==> src/rtl/f2i_pipe.sv <==
// Pipelined IEEE-754 float to integer converter with selectable rounding,
// signed/unsigned saturation, invalid/inexact flags and a valid/tag pipeline.
module f2i_pipe #(
  parameter int FPWID  = 48,
  parameter int EXPWID = 11,
  parameter int OWID   = 48,
  parameter int TAGWID = 6
) (
  input  logic              clk,
  input  logic              rst,
  input  logic              ce,
  input  logic              vld_i,
  input  logic              op,
  input  logic [2:0]        rm,
  input  logic [FPWID-1:0]  i,
  input  logic [TAGWID-1:0] tag_i,
  output logic              vld_o,
  output logic [OWID-1:0]   o,
  output logic [TAGWID-1:0] tag_o,
  output logic              invalid,
  output logic              inexact
);

  localparam int FMSB = FPWID - EXPWID - 2;
  localparam int FB   = FMSB + 1;          // fraction bits below the hidden one
  localparam int MW   = FMSB + 2;          // {1, frac}
  localparam int WW   = MW + OWID + 1;     // shifted mantissa, integer part is OWID+1 bits
  localparam int BIAS = (1 << (EXPWID - 1)) - 1;

  localparam logic [OWID+1:0] HALF = (OWID+2)'(1) << (OWID - 1);
  localparam logic [OWID+1:0] UMAX = ((OWID+2)'(1) << OWID) - 1;
  localparam logic [OWID-1:0] SMAX = {1'b0, {(OWID-1){1'b1}}};
  localparam logic [OWID-1:0] SMIN = {1'b1, {(OWID-1){1'b0}}};

  // ---------------- stage 1: decode ----------------
  logic [EXPWID-1:0]       exp_f;
  logic [FMSB:0]           frac_f;
  logic signed [EXPWID:0]  e_next;

  always_comb begin
    exp_f  = i[FPWID-2 -: EXPWID];
    frac_f = i[FMSB:0];
    e_next = (EXPWID+1)'(int'({1'b0, exp_f}) - BIAS);
  end

  logic                   v1_reg, sgn1_reg, op1_reg;
  logic [2:0]             rm1_reg;
  logic [TAGWID-1:0]      tag1_reg;
  logic signed [EXPWID:0] e1_reg;
  logic [MW-1:0]          mant1_reg;
  logic                   zero1_reg, fnz1_reg, nan1_reg, inf1_reg;

  always_ff @(posedge clk) begin
    if (rst) begin
      v1_reg    <= 1'b0;
      sgn1_reg  <= 1'b0;
      op1_reg   <= 1'b0;
      rm1_reg   <= '0;
      tag1_reg  <= '0;
      e1_reg    <= '0;
      mant1_reg <= '0;
      zero1_reg <= 1'b0;
      fnz1_reg  <= 1'b0;
      nan1_reg  <= 1'b0;
      inf1_reg  <= 1'b0;
    end else if (ce) begin
      v1_reg    <= vld_i;
      sgn1_reg  <= i[FPWID-1];
      op1_reg   <= op;
      rm1_reg   <= rm;
      tag1_reg  <= tag_i;
      e1_reg    <= e_next;
      mant1_reg <= {1'b1, frac_f};
      zero1_reg <= (exp_f == '0);
      fnz1_reg  <= |frac_f;
      nan1_reg  <= (&exp_f) & (|frac_f);
      inf1_reg  <= (&exp_f) & ~(|frac_f);
    end
  end

  // ---------------- stage 2: shift, guard, sticky ----------------
  int              e_int;
  logic [7:0]      shamt;
  logic [WW-1:0]   wide;
  logic [OWID:0]   int_next;
  logic            g_next, s_next, ovf_next;

  always_comb begin
    e_int    = int'(e1_reg);
    shamt    = 8'(e_int + 1);
    wide     = WW'(mant1_reg) << shamt;
    int_next = '0;
    g_next   = 1'b0;
    s_next   = 1'b0;
    ovf_next = 1'b0;
    if (zero1_reg) begin
      s_next = fnz1_reg;
    end else if (e_int < -1) begin
      s_next = 1'b1;
    end else if (e_int >= OWID + 1) begin
      ovf_next = 1'b1;
    end else begin
      // value*2 = mant << (e+1); point sits FB+1 bits up, guard just below it
      int_next = wide[WW-1:FB+1];
      g_next   = wide[FB];
      s_next   = |wide[FB-1:0];
    end
  end

  logic              v2_reg, sgn2_reg, op2_reg;
  logic [2:0]        rm2_reg;
  logic [TAGWID-1:0] tag2_reg;
  logic [OWID:0]     int2_reg;
  logic              g2_reg, s2_reg, ovf2_reg, nan2_reg, inf2_reg;

  always_ff @(posedge clk) begin
    if (rst) begin
      v2_reg   <= 1'b0;
      sgn2_reg <= 1'b0;
      op2_reg  <= 1'b0;
      rm2_reg  <= '0;
      tag2_reg <= '0;
      int2_reg <= '0;
      g2_reg   <= 1'b0;
      s2_reg   <= 1'b0;
      ovf2_reg <= 1'b0;
      nan2_reg <= 1'b0;
      inf2_reg <= 1'b0;
    end else if (ce) begin
      v2_reg   <= v1_reg;
      sgn2_reg <= sgn1_reg;
      op2_reg  <= op1_reg;
      rm2_reg  <= rm1_reg;
      tag2_reg <= tag1_reg;
      int2_reg <= int_next;
      g2_reg   <= g_next;
      s2_reg   <= s_next;
      ovf2_reg <= ovf_next;
      nan2_reg <= nan1_reg;
      inf2_reg <= inf1_reg;
    end
  end

  // ---------------- stage 3: round and saturate ----------------
  logic              inc, legal;
  logic [OWID+1:0]   m;
  logic [OWID-1:0]   mag, o_next;
  logic              inv_next, inx_next;

  always_comb begin
    case (rm2_reg)
      3'd1:    inc = 1'b0;
      3'd2:    inc = sgn2_reg & (g2_reg | s2_reg);
      3'd3:    inc = ~sgn2_reg & (g2_reg | s2_reg);
      3'd4:    inc = g2_reg;
      default: inc = g2_reg & (s2_reg | int2_reg[0]);
    endcase
    m   = {1'b0, int2_reg} + (OWID+2)'(inc);
    mag = m[OWID-1:0];
    if (op2_reg) legal = (m < HALF) || (sgn2_reg && (m == HALF));
    else         legal = (m <= UMAX) && (!sgn2_reg || (m == '0));

    o_next   = '0;
    inv_next = 1'b0;
    inx_next = 1'b0;
    if (v2_reg) begin
      if (nan2_reg || ((inf2_reg || ovf2_reg || !legal) && !sgn2_reg)) begin
        o_next   = op2_reg ? SMAX : '1;
        inv_next = 1'b1;
      end else if (inf2_reg || ovf2_reg || !legal) begin
        o_next   = op2_reg ? SMIN : '0;
        inv_next = 1'b1;
      end else begin
        o_next   = sgn2_reg ? (~mag + 1'b1) : mag;
        inx_next = g2_reg | s2_reg;
      end
    end
  end

  logic              v3_reg, inv3_reg, inx3_reg;
  logic [OWID-1:0]   o3_reg;
  logic [TAGWID-1:0] tag3_reg;

  always_ff @(posedge clk) begin
    if (rst) begin
      v3_reg   <= 1'b0;
      o3_reg   <= '0;
      tag3_reg <= '0;
      inv3_reg <= 1'b0;
      inx3_reg <= 1'b0;
    end else if (ce) begin
      v3_reg   <= v2_reg;
      o3_reg   <= o_next;
      tag3_reg <= tag2_reg;
      inv3_reg <= inv_next;
      inx3_reg <= inx_next;
    end
  end

  assign vld_o   = v3_reg;
  assign o       = o3_reg;
  assign tag_o   = tag3_reg;
  assign invalid = inv3_reg;
  assign inexact = inx3_reg;

endmodule

==> config.mk <==
export PLATFORM = sky130hd
export DESIGN_NAME = f2i_pipe
export DESIGN_NICKNAME = d
export VERILOG_FILES = /design/src/rtl/f2i_pipe.sv
export SDC_FILE = /design/constraint.sdc
export NUM_CORES = 1
export LEC_CHECK = 0
export BUFFER_PORTS_ARGS = -buffer_cell sky130_fd_sc_hd__buf_4
export CAP_MARGIN = 20
export CORE_ASPECT_RATIO = 1.75
export CORE_MARGIN = 8
export CORE_UTILIZATION = 45
export DETAILED_ROUTE_END_ITERATION = 7
export PLACE_DENSITY = 0.69
export SLEW_MARGIN = 20
export SYNTH_ARGS = -nofsm -noshare
export SYNTH_HDL_FRONTEND = slang
export SYNTH_SLANG_ARGS = --single-unit
==> constraint.sdc <==
create_clock -name clk -period 12.2 [get_ports clk]
set_clock_uncertainty 0.1 [all_clocks]
set_input_delay 0.61 -clock clk [delete_from_list [all_inputs] [get_ports clk]]
set_output_delay 0.61 -clock clk [all_outputs]
set_load 0.02 [all_outputs]
Yosys cells after proc, flatten, opt, wreduce, memory -nomap -nowiden
Cells that the tools add are included.
Operators by class
  reduce and logical (&&, ||, !) cells: 15
  add/sub/neg operators: 4
  shift-type cells: 1
  bitwise operators: 10
  order comparisons: 4
  equality and inequality tests: 5
  mux-type cells: 26
Operators by type and width (number)
  48-bit 2-to-1 mux: 6
  49-bit 2-to-1 mux: 3
  37-bit by 8-bit left shift with 86-bit output: 1
  36-bit OR reduction: 2
  49-bit by 1-bit adder with 50-bit output: 1
  50-bit by 48-bit == test with 1-bit output (second input constant): 1
  50-bit by 48-bit <= comparator with 1-bit output (second input constant): 1
  50-bit logical NOT: 1
  50-bit by 48-bit < comparator with 1-bit output (second input constant): 1
  48-bit by 1-bit adder with 48-bit output (second input constant): 1
  48-bit NOT: 1
  1-bit 2-to-1 mux: 16
  12-bit by 7-bit greater-or-equal comparator with 1-bit output (second input constant): 1
  12-bit by 1-bit < comparator with 1-bit output (second input constant): 1
  11-bit by 10-bit subtractor with 12-bit output (second input constant): 1
  11-bit logical NOT: 1
  11-bit AND reduction: 1
  8-bit by 2-bit adder with 8-bit output (second input constant): 1
  3-bit by 2-bit == test with 1-bit output (second input constant): 2
  1-bit AND: 5
  1-bit logical OR: 5
  1-bit one-hot mux with 4 select lines: 1
  3-bit by 1-bit == test with 1-bit output (second input constant): 1
  3-bit == test (second input constant): 1
  other kinds (4): 9
Storage, ports and cells
  output and inout bits: 57
  flip-flop bits (word level): 188
  bits of input ports: 62

Depth between registers and ports, before layout
Gate-level depths: netlist (run 1).
  word-level depth: 14
  depth in mapped cells: 22
  gate-level depth less buffers: 19

Worst setup path after synthesis (run 1)
Ideal clock, no wire load.
  path kind: register to register
  start point: reg sgn2_reg
  end point: reg inv3_reg, in the netlist invalid
  arrival time: 5.085 ns
  data required time: 11.986 ns
  path buffers: 6
  stages on the path, launching flop included: 23
  setup slack: 6.901 ns
  cell sequence: dfxtp_1 -> clkbuf_1 -> buf_1 -> xnor2_1 -> nor3b_1 -> a21oi_1 -> nor2_1 -> ha_1 -> ha_1 -> buf_2 -> nand4_1 -> or4_1 -> clkbuf_1 -> or4_1 -> xor2_1 -> o211a_1 -> or4b_1 -> clkbuf_1 -> or3_4 -> a21oi_4 -> buf_4 -> a21oi_1 -> a21o_1
On the way
  longest elaborated chain between the ends: 14
  elaborated cells on any way between the ends: 22
Ends and longest elaborated chain
  from (decl): line 110  | logic v2_reg, sgn2_reg, op2_reg;
  from (signal assigned): line 131  | sgn2_reg <= sgn1_reg;
  parallel branches: the longest is 12 deep, another holds 49-bit by 1-bit adder with 50-bit output
  1-bit 2-to-1 mux *: line 167  | if (nan2_reg || ((inf2_reg || ovf2_reg || !legal) && !sgn2_reg)) begin
  1-bit 2-to-1 mux *: line 166  | if (v2_reg) begin
  to (signal assigned): line 195  | inv3_reg <= inv_next;
  to (decl): line 180  | logic v3_reg, inv3_reg, inx3_reg;
Every way passes the cells marked *.
A chain may end at the register's enable or synchronous reset.

Worst setup path in the final report (run 1)
  start point: reg sgn2_reg
  end point: reg o3_reg[27], in the netlist o[27]
On the way
  longest elaborated chain between the ends: 14
  elaborated cells on any way between the ends: 25
Ends and longest elaborated chain
  parallel branches: the longest is 12 deep, another holds 49-bit by 1-bit adder with 50-bit output
  48-bit 2-to-1 mux *: line 167
  48-bit 2-to-1 mux *: line 166
  to (signal assigned): line 193  | o3_reg <= o_next;
  to (decl): line 181  | logic [OWID-1:0] o3_reg;
Marked as above.

==> qor.yml, run 1 <==
dpl.hpwl_um: 34500
synth_top_flop_cell: "dfxtp_1"
power_mw: 1.632
rr_startpoint: "sgn2_reg"
cts_sinks: 188
routedWlPerCell_um: 21.51
mostFrequentLayoutCells: "nor2_1, dfxtp_1, nand2_1"
clk_pin_slew_ns: 0.08
end_kind: "flip-flop"
ios: 119
synthArstFlopShare_pct: 0
hold_viol: 0
cts_setup_buffers: 0
reg2reg_to: "o[27]"
crit_required_ns: 12.47
start_util_pct: 45.48
cp_cell_sequence: "xnor2_1, nor3b_1, a21oi_1, nor2_1, ha_1, ha_1, nand4_1, or4_1, a311oi_1, and4_1, nand4_1, or4_1, or3_4, a21oi_4, o21ai_2, o31ai_1"
synth_seq_cells: 188
cpPeakStageDelay_ns: 0.74
place.port_buffers: 118
worst_setup_path_start_kind: "flip-flop"
vdd_drop_max_mv: 0.09739
first_iter_violations: 901
syn_area_sq_um: 12930
grt_util_all_layers_pct: 25.57
mostFrequentLayoutCell: "nor2_1"
ys_seq_area_share_pct: 29.12
grt_pass1_vias: 12011
synth.avg_cell_area_sq_um: 8.014
slew_headroom_pct: 34.58
min_path_type: "input pin to flip-flop"
cts_hold_buf: 0
status: "completed"
endpoint: "o[27]"
drc: 0
drive_above_1_share_pct: 14.98
drv_cap: 0
gp_congestion: 0.9890
postRouteAntennaNets: 0
vias: 12581
row_count: 82
setup_tns_ns: 0
numCtsBuffers: 17
syn2layout_area_growth_pct: 12.85
n_fill_cell: 2752
crit_type: "flip-flop to flip-flop"
p_leak_nw: 5.555
seq_area_sq_um: 3766
clk_latency_ns: 0.47
cts_buffer_depth: 2
min_period_ns: 6.543
root_buffer: "clkbuf_16"
rrSetupSlack_ns: 5.66
critPathLaunch: "sgn2_reg"
dieArea_sq_um: 34620
cp_num_cells: 16
antenna_found_initial: 0
syn_nets: 1684
yosys_warnings: 0
rsz0062_at_grt: "no"
grt_pass1_wl_um: 67880
multi_input_area_sq_um: 8643
arrival_ns: 6.82
synth_cell_type_count: 81
worst_r2r_path_depth: 16
final_nets: 1714
cts_resized: 0
fmax_ghz: 0.1528
hold_start: "i[36]"
largest_reg_flops: 49
synth_edf_count: 0
fp.coreArea_sq_um: 28420
netlist_instances: 1613
antennaDiodeCount: 0
pwr_density_cell_nw_per_um2: 111.9
die_w_um: 144.1
die_h_um: 240.2
critPathMaxFanout: 19
finalSetupViolations: 0
grt_max_degree: 115
cp_top_family: "simple AND/OR/NAND/NOR gates"
cts_max_level: 4
first_pass_iters: 8
routed_wl_um: 43730
worst_pin_slew_ns: 0.9730
cts_tree: "built"
vias_per_cell: 6.188
grt.overflow.total: 0
period_share_pct: 53.63
cp_slowest_cell: "or4_1"
final_max_slew_viol_count: 0
crit_buf_inv: 0
metal layers:
metal,share of wire [%],GRT usage [%],vias up
met5,0,0,-
met4,8.8,21.45,0
met3,4.4,3.956,156
met2,52,46.11,480
met1,35,25.01,5919
li1,-,-,6026
cell usage after synthesis, types with 5 or more instances:
| library cell | n | area (sq um) |
|---|---|---|
| and3_1 | 18 | 112.6 |
| nand3_1 | 51 | 255.2 |
| nand2b_1 | 5 | 31.28 |
| buf_1 | 13 | 48.80 |
| and4_1 | 15 | 131.4 |
| clkbuf_1 | 105 | 394.1 |
| o31a_1 | 8 | 70.07 |
| o21ai_1 | 14 | 70.07 |
| a31oi_1 | 18 | 112.6 |
| mux2_2 | 14 | 157.7 |
| or4_1 | 5 | 37.54 |
| or3_1 | 12 | 75.07 |
| inv_1 | 20 | 75.07 |
| and2_1 | 15 | 93.84 |
| mux2i_1 | 132 | 1321 |
| a211oi_1 | 23 | 172.7 |
| ha_1 | 9 | 112.6 |
| a21oi_1 | 110 | 550.5 |
| nor2_1 | 206 | 773.2 |
| dfxtp_1 | 188 | 3764 |
| nor3_1 | 34 | 170.2 |
| nand2_1 | 153 | 574.3 |
| nor4b_1 | 5 | 43.79 |
| xor2_1 | 29 | 254.0 |
| a222oi_1 | 11 | 110.1 |
| mux4_2 | 27 | 608.1 |
| a31o_2 | 5 | 43.79 |
| a22oi_1 | 34 | 255.2 |
| buf_2 | 8 | 40.04 |
| o211ai_1 | 14 | 105.1 |
| a221oi_1 | 14 | 122.6 |
| o22ai_1 | 8 | 50.05 |
| a221o_1 | 6 | 60.06 |
| nand4_1 | 25 | 156.4 |
| xnor2_1 | 61 | 534.3 |
| nor4_1 | 33 | 206.5 |
| a21o_1 | 7 | 52.55 |
| o31ai_1 | 16 | 120.1 |
| a2111oi_0 | 5 | 43.79 |
| o21ai_0 | 58 | 290.3 |
area by class of cell:
type | instances | share of cell area, %
tap | 378 | 3.242
sequential | 188 | 25.82
clock inverter | 14 | 1.046
timing repair buffer | 139 | 7.162
inverter | 22 | 0.5661
clock buffer | 17 | 2.916
multi-input combinational | 1275 | 59.25
worst reg2reg max path, stage by stage (launching register included):
cell	delay, ns
dfxtp_2	0.51
xnor2_1	0.13
nor3b_1	0.21
a21oi_1	0.07
nor2_1	0.14
ha_1	0.52
ha_1	0.43
nand4_1	0.37
or4_1	0.60
a311oi_1	0.47
and4_1	0.35
nand4_1	0.20
or4_1	0.74
or3_4	0.49
a21oi_4	0.52
o21ai_2	0.32
o31ai_1	0.30
worst min-delay path by stage:
stage          slack, ns  cells past startpoint   endpoint
2_1_floorplan       0.35                      2   fnz1_reg
3_3_place_gp        0.35                      2      o[28]
3_5_place_dp        0.35                      2      o[38]
4_1_cts             0.23                      2  e1_reg[0]
5_1_grt             0.25                      2  e1_reg[0]
6_report            0.25                      2  e1_reg[0]
kinds of logic after synthesis:
group                    Yosys count  synth area share, %
AO/OA/AOI/OAI                    396                20.40
XOR/XNOR                          90                6.098
adder cells (fa/ha/maj)            9               0.8712
buffers and inverters            150                4.520
flip-flops                       188                29.12
multiplexers                     173                16.15
AND/OR/NAND/NOR                  607                22.84
where the power goes:
group	total (mW)	switching [mW]	internal [mW]
logic	0.420	0.260	0.160
clock network	0.556	0.268	0.288
registers	0.656	0.0232	0.632
total	1.63	0.552	1.08
stage by stage:
stage	hold WS, ns	setup slack, ns	area, sq um	util, %	instances
after floorplan	0.3457	6.901	12930	-	1613
after global placement	0.3458	5.916	14000	49.25	2001
after detailed placement	0.3499	5.740	14000	49.25	2001
after CTS	0.2273	5.715	14570	51.28	2032
after global routing	0.2490	5.171	14590	51.33	2033
final	0.2499	5.657	14590	51.33	2033
Power figures use the tool's default switching activity.
==> inputs of run 2 (changes only) <==
- clock period: 12.2 -> 6.7 ns (I/O delays scaled with it)
==> qor.yml, run 2 (synthesized netlist as in run 1, its figures left out) <==
status: "finished with violations"
violations: "DRC"
dpl.hpwl_um: 34920
p_sw_share_pct: 34.80
syn2layout_area_growth_pct: 14.07
cts_sinks: 188
min_period_ns: 5.989
drc: 5
vias_per_cell: 6.109
postRouteAntennaNets: 0
ios: 119
cts_tree: "built"
routed_wl_um: 44230
grt.overflow.total: 0
final_nets: 1731
arrival_ns: 6.26
fp.coreArea_sq_um: 28420
min_path_type: "input pin to flip-flop"
die_h_um: 240.2
clkPwrFrac_pct: 34.0
crit_type: "flip-flop to flip-flop"
worst_pin_slew_ns: 1.133
end_kind: "flip-flop"
post_dp_cell_area_sq_um: 14050
routedWlPerCell_um: 21.56
cts_setup_buffers: 0
drv_cap: 0
whs_ns: 0.01223
critPathMaxFanout: 15
grt_max_degree: 115
setup_tns_ns: 0
final_area_sq_um: 14750
gp_congestion: 1.022
final_max_slew_viol_count: 0
vdd_drop_max_mv: 0.1941
crit_required_ns: 6.97
largest_reg_flops: 49
start_util_pct: 45.48
hold_viol: 0
die_w_um: 144.1
seqPwrFrac_pct: 39.9
mostFrequentLayoutCell: "nor2_1"
place.port_buffers: 118
grt_pass1_vias: 12277
switchingPower_mw: 1.041
period_share_pct: 89.39
slew_headroom_pct: 23.86
drive_above_1_share_pct: 15.18
cts_max_level: 4
combPwrFrac_pct: 26.1
numCtsBuffers: 17
dieArea_sq_um: 34620
pwr_density_cell_nw_per_um2: 202.8
antennaDiodeCount: 0
p_int_mw: 1.949
power_mw: 2.990
cts_buffer_depth: 2
grt_pass1_wl_um: 68810
row_count: 82
grt_util_all_layers_pct: 25.79
clk_latency_ns: 0.46
vias: 12529
root_buffer: "clkbuf_16"
antenna_found_initial: 0
worst_setup_path_start_kind: "flip-flop"
finalSetupViolations: 0
mostFrequentLayoutCells: "nor2_1, dfxtp_1, nand2_1"
fmax_ghz: 0.1670
clk_pin_slew_ns: 0.07
rsz0062_at_grt: "no"
first_iter_violations: 729
p_leak_nw: 5.637
first_pass_iters: 8
==> run 2: cell count changes in the layout (fill, tap and decap cells not counted) <==
cell | previous run | this run
clkbuf_1 | 0 | 1
bufinv_16 | 1 | 0
inv_6 | 5 | 3
clkinvlp_4 | 3 | 1
clkinv_4 | 2 | 3
buf_2 | 1 | 0
buf_4 | 137 | 144
inv_8 | 2 | 5
clkinv_8 | 1 | 2
dlygate4sd3_1 | 0 | 11
==> run 2: final cells by class <==
type	count	area, sq um
clock buffer	18	429.2
clock inverter	14	148.9
fill	2785	13670
inverter	22	82.58
multi-input combinational	1275	8643
sequential	188	3766
tap	378	473.0
timing repair buffer	156	1202
==> run 2: critical path, cell delays in order (launching register included) <==
cell and delay (ns):
dfxtp_1 0.33, xnor2_1 0.13, nor3b_1 0.20, a21oi_1 0.06
nor2_1 0.09, ha_1 0.47, ha_1 0.42, nand4_1 0.36
or4_1 0.60, a311oi_1 0.46, and4_1 0.37, nand4_1 0.19
or4_1 0.74, or3_4 0.48, a21oi_4 0.29, o21ai_2 0.25
o31ai_1 0.32
==> run 2: timing repair <==
| action | 4_1_cts | 5_1_grt |
|---|---|---|
| resized for setup | 0 | 0 |
| hold buffers | 11 | 0 |
| hold endpoints to repair | 11 | 0 |
==> run 2: metrics by stage <==
stage | utilization (%) | setup slack, ns | std cells
floorplan | - | 1.401 | 1613
global placement | 49.43 | 0.9311 | 2008
detailed placement | 49.43 | 0.7380 | 2008
CTS | 51.85 | 0.7291 | 2051
global route | 51.88 | 0.2275 | 2051
finish | 51.88 | 0.7108 | 2051
==> run 2: path summary, 6_finish.rpt <==
| kind | start | endpoint | slack [ns] | cells after the start |
|---|---|---|---|---|
| min | rm[1] | rm1_reg[1] | 0.01 | 3 |
| max | rm2_reg[0] | o[27] | 0.71 | 16 |
| min reg2reg | o[28] | o[28] | 0.36 | 2 |
| max reg2reg | rm2_reg[0] | o[27] | 0.71 | 16 |
==> run 2: power groups by stage <==
stage / registers (mW) / clock network [mW] / logic, mW
CTS: 1.19 / 1.04 / 0.772
global placement: 1.22 / 0 / 0.758
finish: 1.19 / 1.02 / 0.782
global route: 1.20 / 1.08 / 0.845
floorplan: 1.20 / 0 / 0.540
detailed placement: 1.22 / 0 / 0.764
==> run 2: routing by layer <==
| layer | share of wire, % | wire length (um) | global-route usage (%) | vias up |
|---|---|---|---|---|
| li1 | - | - | - | 6073 |
| met4 | 8.0 | 3550 | 20.40 | 0 |
| met1 | 35 | 15580 | 24.98 | 5894 |
| met3 | 3.9 | 1737 | 3.698 | 150 |
| met2 | 53 | 23360 | 47.59 | 412 |
| met5 | 0 | 0 | 0 | - |
==> inputs of run 3 (changes only) <==
- CORE_UTILIZATION: 45 -> 50
- PLACE_DENSITY: 0.69 -> 0.75
==> qor.yml, run 3 (synthesized netlist as in run 1, its figures left out) <==
rsz0062_at_grt: "no"
pwr_density_cell_nw_per_um2: 210.1
switchingPower_mw: 1.097
final_max_slew_viol_count: 0
postRouteAntennaNets: 0
cts_max_level: 4
die_w_um: 137.5
p_sw_share_pct: 35.26
mostFrequentLayoutCell: "nor2_1"
status: "completed"
cts_buffer_depth: 2
largest_reg_flops: 49
worst_pin_slew_ns: 1.051
post_dp_cell_area_sq_um: 14010
vias: 12617
mostFrequentLayoutCells: "nor2_1, dfxtp_1, nand2_1"
dieArea_sq_um: 31460
combPwrFrac_pct: 25.7
whs_ns: 0.01134
die_h_um: 228.7
first_pass_iters: 8
min_period_ns: 6.079
min_path_type: "input pin to flip-flop"
dpl.hpwl_um: 35940
first_iter_violations: 762
antennaDiodeCount: 0
cts_resized: 0
crit_required_ns: 6.98
clk_latency_ns: 0.47
arrival_ns: 6.36
final_nets: 1738
gp_congestion: 0.9880
grt_pass1_vias: 12322
grt_util_all_layers_pct: 29.20
place_inst: 1955
worst_setup_path_start_kind: "flip-flop"
routedWlPerCell_um: 23.02
period_share_pct: 90.73
cts_tree: "built"
cts_setup_buffers: 0
setup_tns_ns: 0
grt_pass1_wl_um: 70520
finalSetupViolations: 0
antenna_found_initial: 0
cts_sinks: 188
p_leak_nw: 5.699
fmax_ghz: 0.1645
root_buffer: "clkbuf_16"
slew_headroom_pct: 29.39
seqPwrFrac_pct: 38.4
hold_viol: 0
vias_per_cell: 6.309
drive_above_1_share_pct: 15.54
start_util_pct: 50.36
place.port_buffers: 118
row_count: 78
clk_pin_slew_ns: 0.08
p_int_mw: 2.014
end_kind: "flip-flop"
grt_max_degree: 84
critPathMaxFanout: 15
fp.coreArea_sq_um: 25670
final_area_sq_um: 14810
vdd_drop_max_mv: 0.1639
grt.overflow.total: 0
drv_cap: 0
syn2layout_area_growth_pct: 14.55
drc: 0
clkPwrFrac_pct: 35.9
routed_wl_um: 46050
crit_type: "flip-flop to flip-flop"
ios: 119
numCtsBuffers: 17
instances_no_fill: 2000
[run 3: cell count changes in the layout (fill, tap and decap cells not counted), sizes merged]
cell         before  now
bufinv            0    1
buf             145  150
clkbuf           18   17
clkinv            6    8
dlygate4sd3      11   13
inv              29   27
[run 3: per-layer routing]
metal | up-vias | GRT usage, % | share of wire (%)
li1 | 6066 | - | -
met1 | 5944 | 28.16 | 34
met2 | 438 | 52.34 | 53
met3 | 169 | 4.291 | 4.0
met4 | 0 | 24.56 | 9.0
met5 | - | 0 | 0
[run 3: what timing repair did]
action,in CTS,in global routing
hold buffers,13,0
hold endpoints to repair,13,0
endpoints found under the setup margin,0,0
[run 3: area by class of cell]
class / instances / area, sq um
Fill cell: 2414 / 10860
Multi-Input combinational cell: 1275 / 8642
Sequential cell: 188 / 3766
Timing Repair Buffer: 163 / 1256
Clock buffer: 17 / 425.4
Tap cell: 320 / 400.4
Clock inverter: 15 / 234.0
Inverter: 22 / 82.58
[run 3: per-stage QoR]
step	setup WS, ns	util, %	total power, mW
6_report	0.6214	57.69	3.112
3_5_place_dp	0.6477	54.59	1.994
4_1_cts	0.6151	57.67	3.107
3_3_place_gp	0.8241	54.59	1.989
2_1_floorplan	1.401	-	1.742
5_1_grt	0.2174	57.69	3.233
[run 3: worst max-delay path, cell delays in order (launching register included)]
cell and delay (ns):
dfxtp_1 0.35, nor2_1 0.15, o21ai_0 0.11, nand2_1 0.07, a21oi_1 0.06, nor2_1 0.10, ha_1 0.50, ha_1 0.44
nand4_1 0.38, or4_1 0.75, or4_1 0.63, xor2_1 0.26, o211a_1 0.21, or4b_1 0.57, o31a_1 0.38, a21oi_4 0.35
o21ai_2 0.27, o31ai_1 0.30
[run 3: power groups by stage]
stage               logic (mW)  clock network [mW]  registers (mW)
floorplan                0.540                   0            1.20
global placement         0.772                   0            1.22
detailed placement       0.775                   0            1.22
CTS                      0.784                1.13            1.19
global route             0.856                1.18            1.20
finish                   0.800                1.12            1.19
[run 3: worst paths after layout]
kind / to / slack [ns] / startpoint / depth (start not counted)
worst max register to register: o[27] / 0.62 / rm2_reg[0] / 17
worst max-delay path: o[27] / 0.62 / rm2_reg[0] / 17
worst min-delay path: mant1_reg[33] / 0.01 / i[33] / 3
worst min register to register: invalid / 0.36 / invalid / 1
